===== config.mk =====
export PLATFORM = sky130hd
export DESIGN_NAME = note_lane_scroller
export DESIGN_NICKNAME = d
export VERILOG_FILES = /design/src/rtl/note_lane_scroller.sv
export SDC_FILE = /design/constraint.sdc
export NUM_CORES = 1
export LEC_CHECK = 0
export ABC_CLOCK_PERIOD_IN_PS = 8189
export BUFFER_PORTS_ARGS = -buffer_cell sky130_fd_sc_hd__buf_2
export CAP_MARGIN = 5
export CORE_ASPECT_RATIO = 0.75
export CORE_MARGIN = 3
export CORE_UTILIZATION = 57
export DETAILED_ROUTE_END_ITERATION = 10
export PLACE_DENSITY = 0.89
export SLEW_MARGIN = 20
export SYNTH_ARGS = -nofsm -noshare
export SYNTH_HDL_FRONTEND = slang
export SYNTH_SLANG_ARGS = --single-unit

===== constraint.sdc =====
create_clock -name CLOCK_50 -period 8.19 [get_ports CLOCK_50]
set_input_delay 1.638 -clock CLOCK_50 [delete_from_list [all_inputs] [get_ports CLOCK_50]]
set_output_delay 1.638 -clock CLOCK_50 [all_outputs]
set_load 0.01 [all_outputs]

===== src/rtl/note_lane_scroller.sv =====
// note_lane_scroller
// Falling-note lane engine for the rhythm game. It holds LANES shift registers
// of DEPTH cells each and advances them one cell per game tick. The early tick
// pulse opens a hit window, and key presses are judged against the bottom
// (hit-zone) cell of each lane. The block also keeps the score and lives and
// runs the IDLE/PLAY/OVER game state machine.
//
// Optional feature macro: NOTE_LANE_MISPRESS_PENALTY_EN
//   When defined, every press that does not score a hit takes 1 off the score
//   (saturating at 0). Hits and penalties in the same cycle are netted first.
//
// Ports
//   CLOCK_50    system clock, posedge
//   RESETN      asynchronous active-low reset
//   tick        one-cycle game tick (shift, miss judgement)
//   tick_early  one-cycle pulse ahead of tick, arms the hit window
//   start       level, starts a game from IDLE or OVER
//   note_in     new note per lane, loaded into cell 0 on tick
//   key         player buttons, active-high, already synchronised
//   lane_bits   lane L cell i at bit L*DEPTH+i (cell DEPTH-1 = hit zone)
//   score       current score, saturating
//   lives       lives remaining
//   playing     high in PLAY
//   game_over   high in OVER
//   hit_pulse   one-cycle strobe per lane on a judged hit
//   miss_pulse  one-cycle strobe per lane on a miss
//
// State | Meaning
// ------+------------------------------------------------------------
// IDLE  | after reset; waits for start, ticks and keys ignored
// PLAY  | lanes scroll, hits and misses judged, score/lives updated
// OVER  | lives exhausted; lanes, score and lives frozen until start

module note_lane_scroller #(
    parameter int LANES   = 4,
    parameter int DEPTH   = 16,
    parameter int SCORE_W = 16,
    parameter int LIVES   = 3
) (
    input  logic                     CLOCK_50,
    input  logic                     RESETN,
    input  logic                     tick,
    input  logic                     tick_early,
    input  logic                     start,
    input  logic [LANES-1:0]         note_in,
    input  logic [LANES-1:0]         key,
    output logic [LANES*DEPTH-1:0]   lane_bits,
    output logic [SCORE_W-1:0]       score,
    output logic [3:0]               lives,
    output logic                     playing,
    output logic                     game_over,
    output logic [LANES-1:0]         hit_pulse,
    output logic [LANES-1:0]         miss_pulse
);

    typedef enum logic [1:0] {
        S_IDLE,
        S_PLAY,
        S_OVER
    } state_t;

    // Extra headroom so hit additions and penalty subtractions can be netted
    // before saturating at either end.
    localparam int SW = SCORE_W + 5;

    state_t                  state;
    logic                    armed;
    logic [LANES-1:0]        key_q;
    logic [LANES-1:0]        press;
    logic [LANES-1:0]        hit_cells;
    logic [LANES-1:0]        hit_vec;
    logic [LANES-1:0]        miss_vec;
    logic [LANES*DEPTH-1:0]  lanes_hit;
    logic [LANES*DEPTH-1:0]  lanes_shift;
    logic [3:0]              hit_cnt;
    logic [3:0]              miss_cnt;
    logic [SW-1:0]           score_up;
    logic [SW-1:0]           score_net;
    logic [SCORE_W-1:0]      score_next;
    logic [3:0]              lives_next;
`ifdef NOTE_LANE_MISPRESS_PENALTY_EN
    logic [3:0]              stray_cnt;
`endif

    function automatic logic [3:0] popcount(input logic [LANES-1:0] v);
        logic [3:0] c;
        c = '0;
        for (int i = 0; i < LANES; i++) begin
            c = c + 4'(v[i]);
        end
        return c;
    endfunction

    always_comb begin
        press     = key & ~key_q;
        hit_cells = '0;
        for (int l = 0; l < LANES; l++) begin
            hit_cells[l] = lane_bits[l*DEPTH + DEPTH - 1];
        end
        hit_vec  = armed ? (press & hit_cells) : '0;
        // Miss judgement sees the hit-zone contents after this cycle's hits.
        miss_vec = tick ? (hit_cells & ~hit_vec) : '0;

        lanes_hit = lane_bits;
        for (int l = 0; l < LANES; l++) begin
            if (hit_vec[l]) begin
                lanes_hit[l*DEPTH + DEPTH - 1] = 1'b0;
            end
        end

        // Shift toward the hit zone; the old hit-zone cell falls off the end.
        lanes_shift = '0;
        for (int l = 0; l < LANES; l++) begin
            lanes_shift[l*DEPTH +: DEPTH] = {lanes_hit[l*DEPTH +: DEPTH-1], note_in[l]};
        end

        hit_cnt  = popcount(hit_vec);
        miss_cnt = popcount(miss_vec);

        score_up = SW'(score) + SW'(hit_cnt);
`ifdef NOTE_LANE_MISPRESS_PENALTY_EN
        stray_cnt = popcount(press & ~hit_vec);
        if (score_up < SW'(stray_cnt)) begin
            score_net = '0;
        end else begin
            score_net = score_up - SW'(stray_cnt);
        end
`else
        score_net = score_up;
`endif
        if (score_net > SW'({SCORE_W{1'b1}})) begin
            score_next = '1;
        end else begin
            score_next = score_net[SCORE_W-1:0];
        end

        lives_next = (lives > miss_cnt) ? (lives - miss_cnt) : 4'd0;
    end

    always_ff @(posedge CLOCK_50 or negedge RESETN) begin
        if (!RESETN) begin
            state      <= S_IDLE;
            lane_bits  <= '0;
            score      <= '0;
            lives      <= '0;
            armed      <= 1'b0;
            key_q      <= '0;
            hit_pulse  <= '0;
            miss_pulse <= '0;
            playing    <= 1'b0;
            game_over  <= 1'b0;
        end else begin
            key_q      <= key;
            hit_pulse  <= '0;
            miss_pulse <= '0;
            case (state)
                S_IDLE, S_OVER: begin
                    if (start) begin
                        state     <= S_PLAY;
                        lane_bits <= '0;
                        score     <= '0;
                        lives     <= 4'(LIVES);
                        armed     <= 1'b0;
                        playing   <= 1'b1;
                        game_over <= 1'b0;
                    end
                end
                S_PLAY: begin
                    hit_pulse <= hit_vec;
                    score     <= score_next;
                    if (tick) begin
                        lane_bits  <= lanes_shift;
                        miss_pulse <= miss_vec;
                        lives      <= lives_next;
                        armed      <= 1'b0;   // tick wins over a coincident tick_early
                        if (lives_next == 4'd0) begin
                            state     <= S_OVER;
                            playing   <= 1'b0;
                            game_over <= 1'b1;
                        end
                    end else begin
                        lane_bits <= lanes_hit;
                        if (tick_early) begin
                            armed <= 1'b1;
                        end
                    end
                end
                default: begin
                    state     <= S_IDLE;
                    playing   <= 1'b0;
                    game_over <= 1'b0;
                end
            endcase
        end
    end

endmodule


==> results of run 1 <==
-- cells in the mapped netlist (2+ instances only) --
cell type / n
sky130_fd_sc_hd__a21o_1: 2
sky130_fd_sc_hd__a21oi_1: 5
sky130_fd_sc_hd__a22o_1: 4
sky130_fd_sc_hd__a31o_2: 2
sky130_fd_sc_hd__a31oi_1: 5
sky130_fd_sc_hd__a41oi_1: 2
sky130_fd_sc_hd__and2_1: 2
sky130_fd_sc_hd__buf_1: 9
sky130_fd_sc_hd__clkbuf_1: 16
sky130_fd_sc_hd__dfrtp_1: 100
sky130_fd_sc_hd__fa_1: 5
sky130_fd_sc_hd__ha_1: 6
sky130_fd_sc_hd__inv_1: 20
sky130_fd_sc_hd__nand2_1: 138
sky130_fd_sc_hd__nand2b_1: 2
sky130_fd_sc_hd__nand3_1: 79
sky130_fd_sc_hd__nand4b_1: 4
sky130_fd_sc_hd__nor2_1: 14
sky130_fd_sc_hd__nor2b_1: 3
sky130_fd_sc_hd__nor3_1: 4
sky130_fd_sc_hd__nor3_2: 2
sky130_fd_sc_hd__nor4_1: 2
sky130_fd_sc_hd__o211ai_1: 4
sky130_fd_sc_hd__o21ai_0: 14
sky130_fd_sc_hd__o311ai_0: 2
sky130_fd_sc_hd__o31ai_1: 4
sky130_fd_sc_hd__or2_2: 2
sky130_fd_sc_hd__or3_1: 2
-- layer usage --
metal  track usage, %  wire length, um  share of wire, %  vias up
met2             37.2             4650                46      148
met3             8.62              926               9.1       11
met1             34.6             4510                44     1821
met5                0                0                 0        -
li1                 -                -                 -     1770
met4             5.30              100              0.98        0
-- per-stage QoR --
stage          power [mW]  cells
3_3_place_gp         1.04    654
6_report             1.41    671
2_1_floorplan       0.910    471
5_1_grt              1.50    671
3_5_place_dp         1.07    655
4_1_cts              1.42    671
-- cell type report --
type / instances / area [um2]
Clock inverter: 5 / 85.1
Timing Repair Buffer: 109 / 568
Tap cell: 101 / 126
Fill cell: 592 / 2200
Inverter: 20 / 75.1
Sequential cell: 100 / 2500
Multi-Input combinational cell: 325 / 1730
Clock buffer: 11 / 141
-- sequential cells by signal, summed over array words and instances, names as in the netlist --
name,flops
playing,1
key_q,4
lives,4
state,1
lane_bits,64
armed,1
miss_pulse,4
game_over,1
score,16
hit_pulse,4
-- kinds of logic after synthesis --
family | after synthesis
muxes | 2
DFF | 100
adders and majority gates | 11
xor gates and xnor gates | 1
and+or+nand+nor | 262
AOI/OAI and AO/OA | 49
buffers and inverters | 46
-- cells in the final DEF (no fill, tap or decap), drive strengths merged, types with 5 or more instances in the layout --
cell,netlist,final
nor2,14,14
fa,5,5
nand3,79,79
dfrtp,100,100
nor3,6,6
o21ai,14,14
inv,20,20
buf,10,109
a31oi,5,5
a21oi,5,5
ha,6,6
clkbuf,16,11
nand2,138,138
-- final timing paths --
| check | cells past startpoint | endpoint | slack, ps | startpoint |
|---|---|---|---|---|
| setup reg to reg | 12 | game_over$_DFFE_PN0P_ | 4820 | armed$_DFFE_PN0P_ |
| hold / removal | 2 | lane_bits[41]$_DFFE_PN0P_ | 490 | lane_bits[40]$_DFFE_PN0P_ |
| setup / recovery | 13 | game_over$_DFFE_PN0P_ | 3930 | key[0] |
| max in group asynchronous | 2 | lane_bits[37]$_DFFE_PN0P_ | 5780 | RESETN |
| hold reg to reg | 2 | lane_bits[41]$_DFFE_PN0P_ | 490 | lane_bits[40]$_DFFE_PN0P_ |
| min in group asynchronous | 1 | score[8]$_DFFE_PN0P_ | 1140 | RESETN |
-- worst max-delay path: cells and delay by family --
family / cells / cell delay [ps]
buf+inv: 3 / 250
simple gates: 2 / 350
fa+ha+maj: 4 / 1550
compound gates: 4 / 740
-- power by group --
| group | internal [mW] | switching, mW | leakage, nW |
|---|---|---|---|
| clock | 0.182 | 0.167 | 0.110 |
| combinational | 0.136 | 0.291 | 1.48 |
| sequential | 0.567 | 0.0658 | 1.36 |
| total | 0.885 | 0.524 | 2.95 |
==> metrics.txt, run 1 <==
number of failing hold endpoints at the final stage=0; adder-cell share of the synthesized area=3.98%; worst min-delay path category=reg -> reg; share of the cycle needed by the critical path after routing=52.0%; Placed Instance Area=0.00500 mm2; crit path DAT=4520 ps; final antenna diode count=0; clock slew at reported path FFs=90 ps; pin count of the biggest net entering global routing=81; number of DRC violations after detailed-routing iteration 0=330; Post-Syn Instances=471; routability congestion estimate from global placement=0.952; total detailed-routing wirelength=10200 um; Clock Sink Count=100; cell at the root of the clock tree=sky130_fd_sc_hd__clkbuf_8; wire length of the first global-routing pass=17100 um; crit path launch type=input port; library cell contributing the largest single delay on the critical path=sky130_fd_sc_hd__fa_1; DP HPWL=6930 um; number of buffers created by CTS=9; xor and xnor area share after synthesis=0.199%; maximum resistive drop on vdd=0.000167 V; antenna violations before repair=0; multiplexer share of the synthesized area=0.511%; Leakage Power=2.95 nW; Final Slew Violations=0; wire length per cell after detailed routing=15.2 um; total negative slack for setup checks=0 ps; number of distinct standard cells referenced by the synthesized netlist=45; Fmax=0.235 GHz; Worst setup EP type=flip-flop; actual slew at the worst max-slew pin=984 ps; prevailing post-synth register cell=sky130_fd_sc_hd__dfrtp_1; final hold slack=495 ps; drt first pass iters=6; count of synthesis-stage warnings from yosys=0; Finished Cell Area=0.00523 mm2; proportion of layout cells with a drive suffix above 1=23.9%; number of input and output port buffers inserted=106; via total after detailed routing=3750; number of buffers inserted by hold repair at cts=0; CP Class=in -> reg; leading cell types by total area after synthesis=sky130_fd_sc_hd__dfrtp_1, sky130_fd_sc_hd__nand2_1, sky130_fd_sc_hd__nand3_1; global-route usage over all layers=24.5%; final number of setup-violating endpoints=0; area growth from synthesis to final layout=18.8%; Antenna Nets Post-Route=0; unrepaired setup endpoints after global routing=false; combined area of all synthesized cells=0.00440 mm2; Worst-Skew Late Latency=360 ps; Synth top area share=56.8%; post-DR vias/cell=5.59; largest stage delay on the critical path=570 ps; per-instance average area after synthesis=9.35 um2; layout net count=589; starting utilization of the core area=59.3%; final routed DRC violation total=0; cells resized by post-CTS repair=0; clock tree from TritonCTS=yes; final critical path time including I/O delays and setup=4260 ps; fraction of the yosys area taken by sequential cells=56.8%; DP Worst Slack=3580 ps; worst-case clock skew=8.98 ps; Die Outline Area=0.00883 mm2; power per cell area=269 mW/mm2; boundary pin count=107; synthesized-area fraction occupied by and/or/nand/nor cells=26.9%; chip height=82.1 um; worst relative slew slack=34.4%; sum of overflow across all layers after global routing=0; cell taking the most area after synthesis=sky130_fd_sc_hd__dfrtp_1; maximum capacitance violations=0; Worst Path Max Fanout=4; compound-gate portion of the synthesized area=7.47%; floorplan row count=27; required time at the worst-slack endpoint=8450 ps; post-route setup slack=3930 ps; flops & latches, synth=100; status=completed; number of flops mapped to enable cells by yosys=0; CTS H-tree depth=3; post-CTS setup buffer count=0; deepest clock path buffer count=2; sequence of cells on the critical path=buf_2, nand4b_1, nand3_1, fa_1, inv_1, ha_1, ha_1, fa_1, inv_1, a21o_1, a21oi_1, a31o_2, a31o_2; share of the core filled with cells in the final layout=70.4%; number of global-route vias before repair=3453; x dimension of the die=108 um; dominant combinational cell family by area after synthesis=simple AND/OR/NAND/NOR gates; post-synthesis async set-or-reset flop share=100%; core area=0.00743 mm2; Synth Net Count=495
Note: power is estimated with default switching activity, not from simulation.
==> run 2, diff against run 1 <==
- ABC_CLOCK_PERIOD_IN_PS: 8189 -> 4300
- CORE_UTILIZATION: 57 -> 53
- PLACE_DENSITY: 0.89 -> 0.84
- clock period: 8.19 -> 4.3 ns (I/O delays scaled with it)
==> run 2 against run 1 <==
Effect of this change:
- register-to-register slack worse by 3900 ps
- wire length up 0.80%
- clock skew up 8.9 ps
- combinational power is 90% higher
- critical path type unchanged
- critical endpoint unchanged
- largest cell class unchanged
- highest routed layer is now met5
==> metrics.txt, run 2 (synthesis gave the netlist of run 1 again) <==
unrepaired setup endpoints after global routing=false; number of DRC violations after detailed-routing iteration 0=274; global-route usage over all layers=22.3%; Placed Instance Area=0.00500 mm2; DP Worst Slack=491 ps; final critical path time including I/O delays and setup=3450 ps; Fmax=0.290 GHz; CP Class=in -> reg; worst relative slew slack=37.4%; CP top delay family=adder cells; maximum capacitance violations=0; clock slew at reported path FFs=90 ps; number of input and output port buffers inserted=106; crit path DAT=3700 ps; status=completed; number of failing hold endpoints at the final stage=0; post-placement cell count=660; wire length per cell after detailed routing=15.2 um; drt first pass iters=7; share of the cycle needed by the critical path after routing=80.2%; deepest clock path buffer count=2; largest stage delay on the critical path=550 ps; core area=0.00799 mm2; via total after detailed routing=3734; Clock Sink Count=100; final hold slack=496 ps; final antenna diode count=0; routability congestion estimate from global placement=0.912; Die Outline Area=0.00945 mm2; final number of setup-violating endpoints=0; share of the core filled with cells in the final layout=64.8%; total detailed-routing wirelength=10300 um; cell at the root of the clock tree=sky130_fd_sc_hd__clkbuf_8; antenna violations before repair=1; post-DR vias/cell=5.52; Worst setup EP type=flip-flop; Finished Cell Area=0.00518 mm2; floorplan row count=28; worst-case clock skew=17.9 ps; power per cell area=495 mW/mm2; worst min-delay path category=reg -> reg; top register by number of flip-flops=lane_bits; actual slew at the worst max-slew pin=940 ps; boundary pin count=107; DP HPWL=7040 um; CTS H-tree depth=3; sum of overflow across all layers after global routing=0; number of global-route vias before repair=3557; wire length of the first global-routing pass=17300 um; layout net count=590; largest registers=lane_bits x64, score x16; final routed DRC violation total=0; most common cell after layout, fill and taps aside=sky130_fd_sc_hd__nand2_1; Worst Path Max Fanout=4; post-CTS setup buffer count=0; total buffers and inverters traversed by the critical path=3; starting utilization of the core area=55.1%; number of buffers inserted by hold repair at cts=0; Leakage Power=2.92 nW; Cell Count, Final, Fillers Out=676; clock tree from TritonCTS=yes; area growth from synthesis to final layout=17.5%; Antenna Nets Post-Route=0; chip height=84.9 um; required time at the worst-slack endpoint=4550 ps; total negative slack for setup checks=0 ps; library cell contributing the largest single delay on the critical path=sky130_fd_sc_hd__fa_1; top library cells by usage in the layout, fill and taps aside=sky130_fd_sc_hd__nand2_1, sky130_fd_sc_hd__buf_2, sky130_fd_sc_hd__dfrtp_1; Largest register FFs=64; Final Slew Violations=0; proportion of layout cells with a drive suffix above 1=24.0%; number of buffers created by CTS=9; pin count of the biggest net entering global routing=77; x dimension of the die=111 um; sequence of cells on the critical path=buf_2, nand4b_1, nand3_1, fa_1, inv_1, ha_1, ha_1, fa_1, inv_1, a21o_1, a21oi_1, a31o_2, a31o_2; total power after layout=2.56 mW; post-route setup slack=852 ps; cells resized by post-CTS repair=0; Worst-Skew Late Latency=360 ps; maximum resistive drop on vdd=0.000281 V; crit path launch type=input port
==> run 2: final cells by class <==
class | instances | area, um2
fill | 666 | 2810
sequential | 100 | 2500
multi-input combinational | 325 | 1730
timing repair buffer | 110 | 563
tap | 105 | 131
clock buffer | 10 | 128
inverter | 20 | 75.1
clock inverter | 6 | 47.5
==> run 2: routing by layer <==
layer / wire length (um) / global-route usage, % / up-vias
li1: - / - / 1767
met4: 84 / 4.86 / 2
met5: 7 / 0 / -
met3: 946 / 7.70 / 14
met1: 4640 / 31.6 / 1794
met2: 4590 / 33.8 / 157
==> run 2: power by group <==
group	total, mW	internal [mW]	switching [mW]
Sequential	1.21	1.08	0.128
Clock	0.543	0.216	0.327
Combinational	0.813	0.258	0.555
==> run 2: path summary, 6_finish.rpt <==
kind	end	start	slack (ps)	cells after the start
max in group asynchronous	lane_bits[12]$_DFFE_PN0P_	RESETN	2750	2
hold reg to reg	lane_bits[30]$_DFFE_PN0P_	lane_bits[29]$_DFFE_PN0P_	500	2
hold / removal	lane_bits[30]$_DFFE_PN0P_	lane_bits[29]$_DFFE_PN0P_	500	2
setup reg to reg	game_over$_DFFE_PN0P_	armed$_DFFE_PN0P_	950	12
setup / recovery	game_over$_DFFE_PN0P_	key[0]	850	13
min in group asynchronous	score[9]$_DFFE_PN0P_	RESETN	630	1
==> run 2: tightest hold or removal path, cell delays in order, from the launching register on <==
cell	delay [ps]
sky130_fd_sc_hd__dfrtp_1	370
sky130_fd_sc_hd__nand2_1	50
sky130_fd_sc_hd__nand2_1	50
==> run 3, diff against run 2 <==
- ABC_CLOCK_PERIOD_IN_PS: 4300 -> 2910
- CORE_UTILIZATION: 53 -> 48
- PLACE_DENSITY: 0.84 -> 0.81
- clock period: 4.3 -> 2.91 ns (I/O delays scaled with it)
==> run 3 against run 2 <==
Effect of this change:
- sequential share of layout area fell by 5.4 points
- highest routed layer is now met4
- final area rose by 13%
- first-iteration DRC count rose by 11%
- worst setup slack got worse by 1000 ps
- global-route usage rose by 0.36 points
- the run now ends with setup timing left
- sequential power rose by 48%
==> metrics.txt, run 3 (synthesis gave the netlist of run 1 again) <==
top register by number of flip-flops=lane_bits; cell at the root of the clock tree=sky130_fd_sc_hd__clkbuf_16; Largest register FFs=64; share of the cycle needed by the critical path after routing=105%; Placed Instance Area=0.00520 mm2; starting utilization of the core area=50.8%; Final Slew Violations=0; final critical path time including I/O delays and setup=3050 ps; number of global-route vias before repair=3648; most common cell after layout, fill and taps aside=sky130_fd_sc_hd__nand2_1; pin count of the biggest net entering global routing=53; clock slew at reported path FFs=60 ps; x dimension of the die=117 um; Worst-Skew Late Latency=340 ps; cell count of the worst reg-to-reg path=13; Fmax=0.328 GHz; post-DR vias/cell=5.57; core area=0.00867 mm2; worst min-delay path category=in -> async; deepest clock path buffer count=2; required time at the worst-slack endpoint=3140 ps; r2r startpoint=armed$_DFFE_PN0P_; wire length of the first global-routing pass=18300 um; top library cells by usage in the layout, fill and taps aside=sky130_fd_sc_hd__nand2_1, sky130_fd_sc_hd__buf_2, sky130_fd_sc_hd__dfrtp_1; drt first pass iters=5; global-route usage over all layers=22.7%; number of buffers inserted by hold repair at cts=0; crit path DAT=3280 ps; Finished Cell Area=0.00583 mm2; Antenna Nets Post-Route=0; worst-case clock skew=4.59 ps; Worst setup EP type=flip-flop; number of DRC violations after detailed-routing iteration 0=303; final antenna diode count=0; worst relative slew slack=50.8%; number of failing hold endpoints at the final stage=0; antenna violations before repair=0; maximum capacitance violations=0; post-placement cell count=680; Worst Path Max Fanout=4; layout net count=632; actual slew at the worst max-slew pin=738 ps; Leakage Power=3.22 nW; largest registers=lane_bits x64, score x16; share of the core filled with cells in the final layout=67.2%; Cell Count, Final, Fillers Out=720; unrepaired setup endpoints after global routing=true; area growth from synthesis to final layout=32.4%; wire length per cell after detailed routing=16.1 um; power per cell area=737 mW/mm2; DP HPWL=7550 um; routability congestion estimate from global placement=0.896; sum of overflow across all layers after global routing=0; proportion of layout cells with a drive suffix above 1=33.5%; total detailed-routing wirelength=11600 um; slack of the worst reg-to-reg path=-140 ps; floorplan row count=29; chip height=89.0 um; final number of setup-violating endpoints=4; maximum resistive drop on vdd=0.000533 V; CTS H-tree depth=3; via total after detailed routing=4010; Filler cells=670; boundary pin count=107; Clock Sink Count=100; status=complete, but fails checks; worst reg2reg endpoint=game_over$_DFFE_PN0P_; number of buffers created by CTS=9; CP Class=reg -> reg; violations in the final reports=setup timing; clock tree from TritonCTS=yes; post-route setup slack=-143 ps; final routed DRC violation total=0; crit path launch type=flip-flop; Die Outline Area=0.0104 mm2; number of input and output port buffers inserted=106
## run 3: power by group
group	internal, mW	total (mW)	switching (mW)
sequential	1.60	1.79	0.196
clock	0.620	1.10	0.485
combinational	0.500	1.40	0.901
## run 3: per-stage QoR
step                      power [mW]  setup TNS [ps]  setup WS [ps]  hold WS, ps
after floorplan                 2.57            -230           -115          286
after global placement          3.03           -3080           -309          467
after detailed placement        3.08           -5050           -465          478
after CTS                       4.25           -16.8          -16.7          295
after global routing            4.56            -940           -213          328
final                           4.30            -304           -143          279
## run 3: worst max path at each step
stage                           start                     to  slack (ps)
finish              armed$_DFFE_PN0P_  game_over$_DFFE_PN0P_        -140
floorplan                      key[3]  game_over$_DFFE_PN0P_        -120
global route        armed$_DFFE_PN0P_  game_over$_DFFE_PN0P_        -210
detailed placement             key[0]  game_over$_DFFE_PN0P_        -470
CTS                 armed$_DFFE_PN0P_  game_over$_DFFE_PN0P_         -20
global placement               key[0]  game_over$_DFFE_PN0P_        -310
## run 3: layout make-up
type	instances	area [um2]	area share (%)
clock buffers	11	253	4.33
flip-flops and latches	100	2500	42.9
well taps	108	135	2.32
clock inverters	4	23.8	0.408
inverters	20	75.1	1.29
repair buffers	152	942	16.2
multi-input cells	325	1900	32.6
## run 3: per-layer routing
layer,GRT usage [%],routed length [um]
met2,35.4,5460
met1,31.0,4970
met3,6.90,1000
met5,0,0
met4,6.88,195
## run 3: timing repair
action                                  CTS  global route
setup buffers                            22             4
pin swaps                                13            12
resized for setup                        12            24
gates cloned                              0             0
endpoints found under the setup margin   10            24
## run 3: worst max-delay path: stages, from the launching register on
cell	delay, ps
sky130_fd_sc_hd__dfrtp_1	430
sky130_fd_sc_hd__buf_4	160
sky130_fd_sc_hd__nand4b_1	130
sky130_fd_sc_hd__nand3_2	110
sky130_fd_sc_hd__fa_1	530
sky130_fd_sc_hd__inv_2	60
sky130_fd_sc_hd__ha_4	220
sky130_fd_sc_hd__ha_4	160
sky130_fd_sc_hd__fa_2	400
sky130_fd_sc_hd__inv_2	70
sky130_fd_sc_hd__a21o_1	120
sky130_fd_sc_hd__a21oi_2	60
sky130_fd_sc_hd__a31o_2	250
sky130_fd_sc_hd__a31o_2	240
